[src/rtl/window_gen_3x3.sv]
// 3x3 sliding-window generator fed by two cascaded line buffers; emits one window per interior pixel.
// Optional build macro WINDOW_STRIDE2_EN: emit only windows whose top-left corner is on even col/row.
module window_gen_3x3 #(
    parameter int IMAGE_WIDTH  = 220,
    parameter int IMAGE_HEIGHT = 220,
    parameter int DIN_WIDTH    = 32
) (
    input  logic                   clk,
    input  logic                   reset,
    input  logic                   valid_in,
    input  logic [DIN_WIDTH-1:0]   row0_in,
    input  logic [DIN_WIDTH-1:0]   row1_in,
    input  logic [DIN_WIDTH-1:0]   row2_in,
    output logic [9*DIN_WIDTH-1:0] win_out,
    output logic                   valid_out,
    output logic                   frame_done
);

    localparam int COL_W = (IMAGE_WIDTH > 1) ? $clog2(IMAGE_WIDTH) : 1;
    localparam int ROW_W = (IMAGE_HEIGHT > 1) ? $clog2(IMAGE_HEIGHT) : 1;
    localparam logic [COL_W-1:0] COL_LAST = COL_W'(IMAGE_WIDTH - 1);
    localparam logic [ROW_W-1:0] ROW_LAST = ROW_W'(IMAGE_HEIGHT - 1);
`ifdef WINDOW_STRIDE2_EN
    // Last emitted window sits on the final even-offset column/row, not necessarily the last pixel.
    localparam logic [COL_W-1:0] EMIT_COL_LAST = COL_W'(IMAGE_WIDTH - 1 - ((IMAGE_WIDTH - 3) % 2));
    localparam logic [ROW_W-1:0] EMIT_ROW_LAST = ROW_W'(IMAGE_HEIGHT - 1 - ((IMAGE_HEIGHT - 3) % 2));
`else
    localparam logic [COL_W-1:0] EMIT_COL_LAST = COL_LAST;
    localparam logic [ROW_W-1:0] EMIT_ROW_LAST = ROW_LAST;
`endif

    logic [DIN_WIDTH-1:0]   tap_q [3][3];
    logic [DIN_WIDTH-1:0]   tap_d [3][3];
    logic [DIN_WIDTH-1:0]   new_col [3];
    logic [COL_W-1:0]       col_q, col_d;
    logic [ROW_W-1:0]       row_q, row_d;
    logic [9*DIN_WIDTH-1:0] win_q, win_d;
    logic                   valid_q, valid_d;
    logic                   done_q, done_d;
    logic                   win_hit;
    logic                   last_hit;

    always_comb begin
        win_hit = (col_q >= COL_W'(2)) && (row_q >= ROW_W'(2));
`ifdef WINDOW_STRIDE2_EN
        win_hit = win_hit && !col_q[0] && !row_q[0];
`endif
        last_hit = win_hit && (col_q == EMIT_COL_LAST) && (row_q == EMIT_ROW_LAST);
    end

    // NOTE: every variable gets a default at the top so no path leaves it unassigned (no latches).
    always_comb begin
        tap_d   = tap_q;
        col_d   = col_q;
        row_d   = row_q;
        win_d   = win_q;
        valid_d = 1'b0;
        done_d  = 1'b0;
        new_col[0] = row2_in;
        new_col[1] = row1_in;
        new_col[2] = row0_in;
        if (valid_in) begin
            for (int r = 0; r < 3; r++) begin
                tap_d[r][0] = tap_q[r][1];
                tap_d[r][1] = tap_q[r][2];
                tap_d[r][2] = new_col[r];
            end
            if (col_q == COL_LAST) begin
                col_d = '0;
                row_d = (row_q == ROW_LAST) ? '0 : row_q + ROW_W'(1);
            end else begin
                col_d = col_q + COL_W'(1);
            end
            if (win_hit) begin
                valid_d = 1'b1;
                done_d  = last_hit;
                for (int r = 0; r < 3; r++) begin
                    for (int c = 0; c < 3; c++) begin
                        win_d[(r*3+c)*DIN_WIDTH +: DIN_WIDTH] = tap_d[r][c];
                    end
                end
            end
        end
    end

    // NOTE: the tap array is only nine words, so it is reset along with the rest of the state.
    always_ff @(posedge clk or negedge reset) begin
        if (!reset) begin
            for (int r = 0; r < 3; r++) begin
                for (int c = 0; c < 3; c++) begin
                    tap_q[r][c] <= '0;
                end
            end
            col_q   <= '0;
            row_q   <= '0;
            win_q   <= '0;
            valid_q <= 1'b0;
            done_q  <= 1'b0;
        end else begin
            // NOTE: non-blocking so every register samples pre-edge values regardless of order.
            tap_q   <= tap_d;
            col_q   <= col_d;
            row_q   <= row_d;
            win_q   <= win_d;
            valid_q <= valid_d;
            done_q  <= done_d;
        end
    end

    assign win_out    = win_q;
    assign valid_out  = valid_q;
    assign frame_done = done_q;

endmodule

[config.mk]
export PLATFORM = sky130hd
export DESIGN_NAME = window_gen_3x3
export DESIGN_NICKNAME = d
export VERILOG_FILES = /design/src/rtl/window_gen_3x3.sv
export SDC_FILE = /design/constraint.sdc
export NUM_CORES = 1
export LEC_CHECK = 0
export BUFFER_PORTS_ARGS = -buffer_cell sky130_fd_sc_hd__buf_2
export CAP_MARGIN = 20
export CORE_MARGIN = 3
export CORE_UTILIZATION = 51
export CTS_BUF_LIST = sky130_fd_sc_hd__clkbuf_8
export DETAILED_ROUTE_END_ITERATION = 16
export MAX_ROUTING_LAYER = met4
export PLACE_DENSITY_LB_ADDON = 0.12
export SYNTH_ARGS = -nofsm -noshare
export SYNTH_HDL_FRONTEND = slang
export SYNTH_SLANG_ARGS = --single-unit
export TNS_END_PERCENT = 30
[constraint.sdc]
create_clock -name clk -period 3.1 [get_ports clk]
set_input_delay 0.155 -clock clk [delete_from_list [all_inputs] [get_ports clk]]
set_output_delay 0.155 -clock clk [all_outputs]
set_load 0.01 [all_outputs]
# --- Word level (Yosys, flattened, before mapping) ---
# Index checks and enable logic that the tools add are counted.
totals:
  regBits: 498
  latchBits: 0
  mem_bits_rw: 0
  romBits: 0
  input_bits: 99
  output_inout_bits: 290
  elab_cells: 28
  memories: 0
op_classes:
  n_addsub: 2
  mul: 0
  n_div: 0
  order_cmp: 2
  eq_ne: 2
  shift: 0
  mux: 6
  n_bitwise: 0
  n_reduce_logical: 5
op_table:
  columns: ["op", "count"]
  rows:
  - ["$add 8x1->8 const B", 2]
  - ["$eq 8x8->1 const B", 2]
  - ["$ge 8x2->1 const B", 2]
  - ["$mux 8", 2]
  - ["$mux 1", 4]
  - ["$reduce_and 2->1", 2]
  - ["$logic_and 1x1->1", 3]

# --- Logic depth before layout (Yosys ltp) ---
# Gate-level depths: netlist of the first run.
logic_depth:
  depth_word: 6
  mapped_depth: 9

# --- Worst setup path before layout of the first run ---
# No wires, ideal clock.
synth_timing:
  path_kind: "register to register"
  startpoint: "reg col_q[0]"
  endpoint: "reg win_q[189] (netlist: win_out[189])"
  setup_ps: 127
  arrival_ps: 2117
  required_ps: 2973
  path_slack_ps: 855
  path_stages_with_launch: 10
  n_path_buf: 3
  synth_period_minus_slack_ps: 2245
  path_cell_list: "dfrtp_1 > inv_1 > ha_1 > or4_1 > o21ai_1 > a21o_1 > buf_4 > buf_12 > buf_6 > mux2_1"
synth_via:
  elab_chain_len: 3
synth_lines:
  columns: ["element", "line_no", "text"]
  rows:
  - ["from (decl)", "35", "logic [COL_W-1:0] col_q, col_d;"]
  - ["from (signal assigned)", "102", "col_q <= col_d;"]
  - ["$ge 8x2->1", "44", "win_hit = (col_q >= COL_W'(2)) && (row_q >= ROW_W'(2));"]
  - ["$logic_and 1x1->1", "44", null]
  - ["$reduce_and 2->1 (no line)", null, null]
  - ["to (signal assigned)", "104", "win_q <= win_d;"]
  - ["to (decl)", "37", "logic [9*DIN_WIDTH-1:0] win_q, win_d;"]
# Every way passes these cells.
# A chain may end at the register's enable or synchronous reset.

# --- Worst setup path in the final report of the first run ---
layout_timing:
  startpoint: "reg col_q[0]"
  endpoint: "reg win_q[274] (netlist: win_out[274])"
# The elaborated chain is that of the path after synthesis.

==> results.md, run 1 <==
* Status: finished, final reports clean
* Final hold viol count at 0
* Die area at 0.0391 mm²
* Dpl hpwl at 26,200 µm
* Combinational family with the most area after synthesis: multiplexers
* CP endpoint kind: flip-flop
* Slew at the pin closest to its max-slew limit at approximately 850 ps
* Post-layout minimum cycle time at 2570 ps
* Total Power at 13,600 µW
* Ranking of synthesized cells by area: dfrtp_1 (67%), mux2_2 (23%), mux2_1 (5.9%)
* Ys Warns at 0
* Asr flop ratio synth at 1.00
* Root buf cell: clkbuf_8
* Area share of xor/xnor cells in the synthesized design at 0.00421
* Critical setup path kind: reg -> reg
* H-tree levels at 3
* Final Max Tran Viols at 0
* TritonCTS clock tree: done
* Family with the most delay on the worst path: simple AND/OR/NAND/NOR gates
* Final setup violation count at 0
* Fill cells at 2,640
* Hold WS at 200 ps
* WP data arrival at 3020 ps
* Die width at roughly 200 µm
* Setup TNS at 0 ps
* Vias at roughly 11,000
* Slowest cell on crit path: or4_1
* Synth Flop Type: dfrtp_1
* Syn Std Cell Area at around 0.019 mm²
* Reg clk slew, reported paths at about 60 ps
* Rows at 69
* Sequential-to-total area share from yosys stat at 0.665
* DRC viols at 0
* Clk_skew at around 20 ps
* Pwr Density at 569 mW/mm²
* Starting Density at 0.522
* Number of max-cap violations at 0
* Area share of the largest cell type after synthesis at 0.665
* Final Cycle Share at 0.828
* 1st-iter DRT viols at between 300 and 400
* Synth Area in Simple Gates at 0.0140
* Worst path max stage delay at 510 ps
* CTS Buffer Depth at 3
* Initial antenna violation count at 1
* CP startpoint kind: flip-flop
* Total core area at 0.0359 mm²
* Synth-to-Final Area Change at 27.4%
* RSZ-0062 raised after global routing: no
* Worst relative slew slack at 0.435
* Routability cong. at 0.786
* Total global routing overflow at 0
* DR pass1 iterations at 4
* Leakage at ~0.013 µW
* Nets at 1,752
* Vias in the first global route at approximately 12,000
* I/O Buffers at 388
* CTS sink count at between 400 and 500
* Post-synthesis cell type count at 32
* Syn Inst Count at 1,118
* Buffers & Inverters on Critical Path at 2
* Via/cell ratio at 5.07
* Number of synthesized flops with an enable pin at 0
* Routed wire length at 39,500 µm
* Peak VDD IR at 0.000450 V
* Worst skew pair latency at about 600 ps
* CTS resizes at 0
* Share of cells above drive strength 1 at 0.531
* Yosys top cell by area: dfrtp_1
* Adder-cell area share of the yosys netlist at 0.00267
* Inserted Clock Buffers at 81
* Residual antenna-violating net count after detailed routing at 0
* Min-delay worst type: in -> async
* CP required at 3560 ps
* Syn_nets at 1,221
* Die H at slightly below 200 µm
* Pin count of the biggest net entering global routing at 144
* Compound-Gate Fraction of Synth Area at 0.00374
* Overall Global Routing Usage at 0.206
* Fmax at 390 MHz
* Worst Path Max Fanout at 34
* Mux contribution to synthesized area at 0.290
* #FFs+latches synth at approximately 500
* Synth Area per Inst at 16.8 µm²
* Cell Chain, Critical Path: inv_1, ha_1, or4_1, o21ai_1, a21o_4, buf_4, mux2_1
* First-pass GRT wire length at slightly above 60,000 µm
* IO Count at 389
* Routed wire per std cell at 18.2 µm
* Synth cell count leaders: dfrtp_1 (498), mux2_2 (382), mux2_1 (98), clkbuf_1 (19)
* Most common cell in the synthesized netlist: dfrtp_1
==> state kept, by name (all words and copies together) (netlist names) <==
signal / flops
win_out: 288
tap_q: 192
col_q: 8
row_q: 8
frame_done: 1
valid_out: 1
==> worst paths after layout <==
check / startpoint / endpoint / slack, ps / cells past startpoint
max: col_q[0] / win_out[274] / 530 / 7
min: reset / win_out[278] / 200 / 2
max reg2reg: col_q[0] / win_out[274] / 530 / 7
min reg2reg: tap_q[33] / win_out[193] / 480 / 1
max in group asynchronous: reset / tap_q[231] / 1970 / 3
min in group clk: row0_in[8] / win_out[264] / 330 / 3
==> logic make-up after synthesis <==
logic type / count (synthesis)
xor+xnor: 9
flops: 498
simple gates: 51
fa+ha+maj: 4
mux: 482
compound gates: 11
buf+inv: 63
==> through the flow <==
step / instance area (µm²) / util / cells / worst slack (ps)
global placement: 21200 / 0.591 / 1929 / 596
floorplan: 18700 / - / 1118 / 855
finish: 23900 / 0.665 / 2173 / 533
detailed placement: 21200 / 0.591 / 1929 / 540
global route: 23900 / 0.665 / 2173 / 401
CTS: 23900 / 0.665 / 2172 / 535
==> where the power goes <==
part | total [µW] | switching, µW | internal [µW]
Combinational | 847 | 371 | 476
Clock | 5640 | 2440 | 3200
Sequential | 7100 | 242 | 6860
==> layer usage <==
metal,vias to the layer above,global-route usage,share of wire
met5,-,-,0
met4,0,0.0839,0.032
met3,75,0.0641,0.074
met2,328,0.319,0.48
met1,5553,0.255,0.42
li1,5061,-,-
==> final cells by class <==
class	count	area (µm²)	area share
Sequential cell	498	12500	0.522
Multi-Input combinational cell	557	5890	0.247
Timing Repair Buffer	506	3240	0.136
Clock buffer	109	1500	0.0628
Tap cell	461	577	0.0242
Clock inverter	36	176	0.00739
Inverter	5	18.8	0.000786
Antenna cell	1	2.50	0.000105
==> placed cells by master (no fill, tap or decap), types with 5 or more instances in the layout <==
| cell type | Yosys | final |
|---|---|---|
| nand2_1 | 12 | 12 |
| nand3_1 | 8 | 8 |
| buf_4 | 11 | 8 |
| dlygate4sd3_1 | 0 | 98 |
| nor2_1 | 11 | 11 |
| mux2_2 | 382 | 382 |
| buf_12 | 1 | 12 |
| inv_1 | 5 | 34 |
| mux2_1 | 98 | 98 |
| buf_2 | 12 | 386 |
| nor4_1 | 5 | 5 |
| xnor2_1 | 6 | 6 |
| dfrtp_1 | 498 | 498 |
| clkbuf_8 | 0 | 110 |
==> worst reg2reg max path, cell delays in order, from the launching register on <==
cell	delay, ps
dfrtp_1	400
inv_1	70
ha_1	190
or4_1	510
o21ai_1	230
a21o_4	220
buf_4	430
mux2_1	400
==> what timing repair did <==
item | in CTS | in global routing
endpoints found under the hold margin | 281 | 0
buffers inserted | 0 | 0
hold buffers | 98 | 0
No activity file was read; power rests on OpenSTA's default activity.
==> run 2, diff against run 1 <==
- clock period: 3.1 -> 2.4 ns (I/O delays scaled with it)
==> run 2 against run 1 <==
Effect of this change: clock power up 25%; non-clock buffer count up 24; count of clock-buffer cells in the layout down 4; largest cell class unchanged; first-iteration DRC count down 2.6%; clock skew down 2.3 ps; critical endpoint is now win_out[200]; utilization up 0.57 points; via count up 1.6%; combinational power up 49%; highest routed layer unchanged; worst setup slack worse by 440 ps.
==> results.md, run 2 (synthesis results as in run 1) <==
* Status: finished, final reports clean (unchanged)
* WP data arrival at 2780 ps (was 3020 ps)
* Fmax at 434 MHz (was 390 MHz)
* Internal at 13,500 µW (was 10,500 µW)
* CP endpoint kind: flip-flop (unchanged)
* Root buf cell: clkbuf_8 (unchanged)
* Via/cell ratio at 5.10 (was 5.07)
* Routed wire per std cell at 18.3 µm (was 18.2 µm)
* Commonest non-fill, non-tap cell in the layout: dfrtp_1 (unchanged)
* RSZ-0062 raised after global routing: no (unchanged)
* Peak VDD IR at 0.000503 V (was 0.000450 V)
* Leakage at 0.0130 µW (was 0.0129 µW)
* H-tree levels at 3 (unchanged)
* I/O Buffers at 388 (unchanged)
* Flop-to-flop setup slack at 100 ps (was 530 ps)
* Vias in the first global route at 11,800 (was 11,600)
* Total global routing overflow at 0 (unchanged)
* Final setup violation count at 0 (unchanged)
* Worst R2R Path Depth at 7 (unchanged)
* Clock power share at 0.405 (was 0.415)
* Gate power share at 0.072 (was 0.062)
* Worst path max stage delay at 530 ps (was 510 ps)
* Nets at 1,775 (was 1,752)
* Initial antenna violation count at 0 (was 1)
* Design area at 0.0241 mm² (was 0.0239 mm²)
* Die H at 198 µm (unchanged)
* Fin util at 0.670 (was 0.665)
* Switching power at 3980 µW (was 3050 µW)
* Inserted Clock Buffers at 80 (was 81)
* RR Endpoint: win_out[200] (was win_out[274])
* TritonCTS clock tree: done (unchanged)
* Die area at 0.0391 mm² (unchanged)
* Total Power at 17,400 µW (was 13,600 µW)
* Reg-to-reg startpoint: col_q[0] (unchanged)
* Overall Global Routing Usage at 0.213 (was 0.206)
* Max reg flops at 288 (unchanged)
* Critical setup path kind: reg -> reg (unchanged)
* 1st-iter DRT viols at 380 (was 390)
* Post-layout minimum cycle time at 2300 ps (was 2570 ps)
* Worst Path Max Fanout at 74 (was 34)
* Final hold viol count at 0 (unchanged)
* CP startpoint kind: flip-flop (unchanged)
* Worst skew pair latency at 600 ps (about the same)
* IO Count at 389 (unchanged)
* Area after DPL at 0.0215 mm² (was 0.0212 mm²)
* Switching Share at 0.229 (was 0.224)
* Vias at 11,200 (was 11,000)
* Slowest cell on crit path: or4_4 (was or4_1)
* Total core area at 0.0359 mm² (unchanged)
* Pwr Density at 724 mW/mm² (was 569 mW/mm²)
* Starting Density at 0.522 (unchanged)
* Final Max Tran Viols at 0 (unchanged)
* Number of max-cap violations at 0 (unchanged)
* Final Cycle Share at 0.960 (was 0.828)
* Die width at 198 µm (unchanged)
* Synth-to-Final Area Change at 28.5% (was 27.4%)
* Dpl hpwl at 27,300 µm (was 26,200 µm)
* Clk_skew at 17.7 ps (was 20.0 ps)
* DR pass1 iterations at 4 (unchanged)
* Min-delay worst type: in -> async (unchanged)
* DRC viols at 0 (unchanged)
* Reg clk slew, reported paths at 60 ps (about the same)
* Routed wire length at 40,200 µm (was 39,500 µm)
* Residual antenna-violating net count after detailed routing at 0 (unchanged)
* Share of cells above drive strength 1 at 0.539 (was 0.531)
* Diodes inserted at 0 (was 1)
* Pin count of the biggest net entering global routing at 82 (was 144)
* Setup TNS at 0 ps (unchanged)
* Routability cong. at 0.766 (was 0.786)
* Cell Chain, Critical Path: inv_1, ha_1, or4_4, o21ai_2, a21o_4, buf_16, mux2_1 (was inv_1, ha_1, or4_1, o21ai_1, a21o_4, buf_4, mux2_1)
* Most frequent cells in the layout: dfrtp_1 (498), buf_2 (386), mux2_2 (382) (unchanged)
* CTS sink count at 498 (unchanged)
* CP required at 2880 ps (was 3560 ps)
* Worst relative slew slack at 0.520 (was 0.435)
* First-pass GRT wire length at 63,900 µm (was 62,100 µm)
* CTS Buffer Depth at 3 (unchanged)
* Rows at 69 (unchanged)
* Slew at the pin closest to its max-slew limit at 720 ps (was 847 ps)
* Seq pwr share at 0.523 (about the same)
run 2: cell types whose count changed in the layout (fill, tap and decap cells not counted), moves of 2 or more:
cell      previous run  this run
clkbuf_8           110       106
buf_16               0         2
buf_4                8        26
clkinv_2             3         6
buf_12              12        16
run 2: area by class of cell:
class,count,area [µm²]
fillers,2627,11800
flip-flops and latches,498,12500
clock buffers,105,1450
repair buffers,530,3510
multi-input cells,557,5900
inverters,5,18.8
clock inverters,37,158
well taps,461,577
run 2: worst max path at each step:
| stage | from | endpoint |
|---|---|---|
| 2_1_floorplan | col_q[0] | win_out[189] |
| 3_3_place_gp | col_q[0] | win_out[266] |
| 3_5_place_dp | col_q[0] | win_out[200] |
| 4_1_cts | col_q[0] | win_out[101] |
| 5_1_grt | col_q[0] | win_out[4] |
| 6_report | col_q[0] | win_out[200] |
run 2: worst max-delay path, delay by kind of cell (launching register included):
kind                       cells  cell delay (ps)
muxes                          1              370
DFF                            1              340
buffers and inverters          2              370
adders and majority gates      1              190
AOI/OAI and AO/OA              2              320
and+or+nand+nor                1              530
run 2: power by group through the flow:
stage               combinational, µW  clock, µW  sequential, µW
CTS                              1270       7320            9120
global route                     1410       7710            9180
floorplan                         638          0            9190
global placement                 1110          0            9250
finish                           1260       7060            9120
detailed placement               1140          0            9270
run 2: layer usage:
layer,global-route usage,vias to the layer above,part of all wire
met3,0.0636,72,0.069
li1,-,5099,-
met4,0.0847,0,0.030
met2,0.324,320,0.47
met1,0.270,5698,0.43
met5,-,-,0
run 2: stage by stage:
stage / setup WS [ps] / instances / hold WS (ps)
after floorplan: 155 / 1118 / -176
after global placement: 88.3 / 1953 / 180
after detailed placement: 57.4 / 1953 / 189
after CTS: 32.0 / 2193 / 103
after global routing: 6.28 / 2193 / 141
final: 95.9 / 2193 / 127
run 2: what timing repair did:
action / 4_1_cts / 5_1_grt
setup endpoints to repair: 0 / 154
endpoints found under the hold margin: 263 / 0
hold buffers: 98 / 0
setup buffers: 0 / 0
resized for setup: 0 / 5
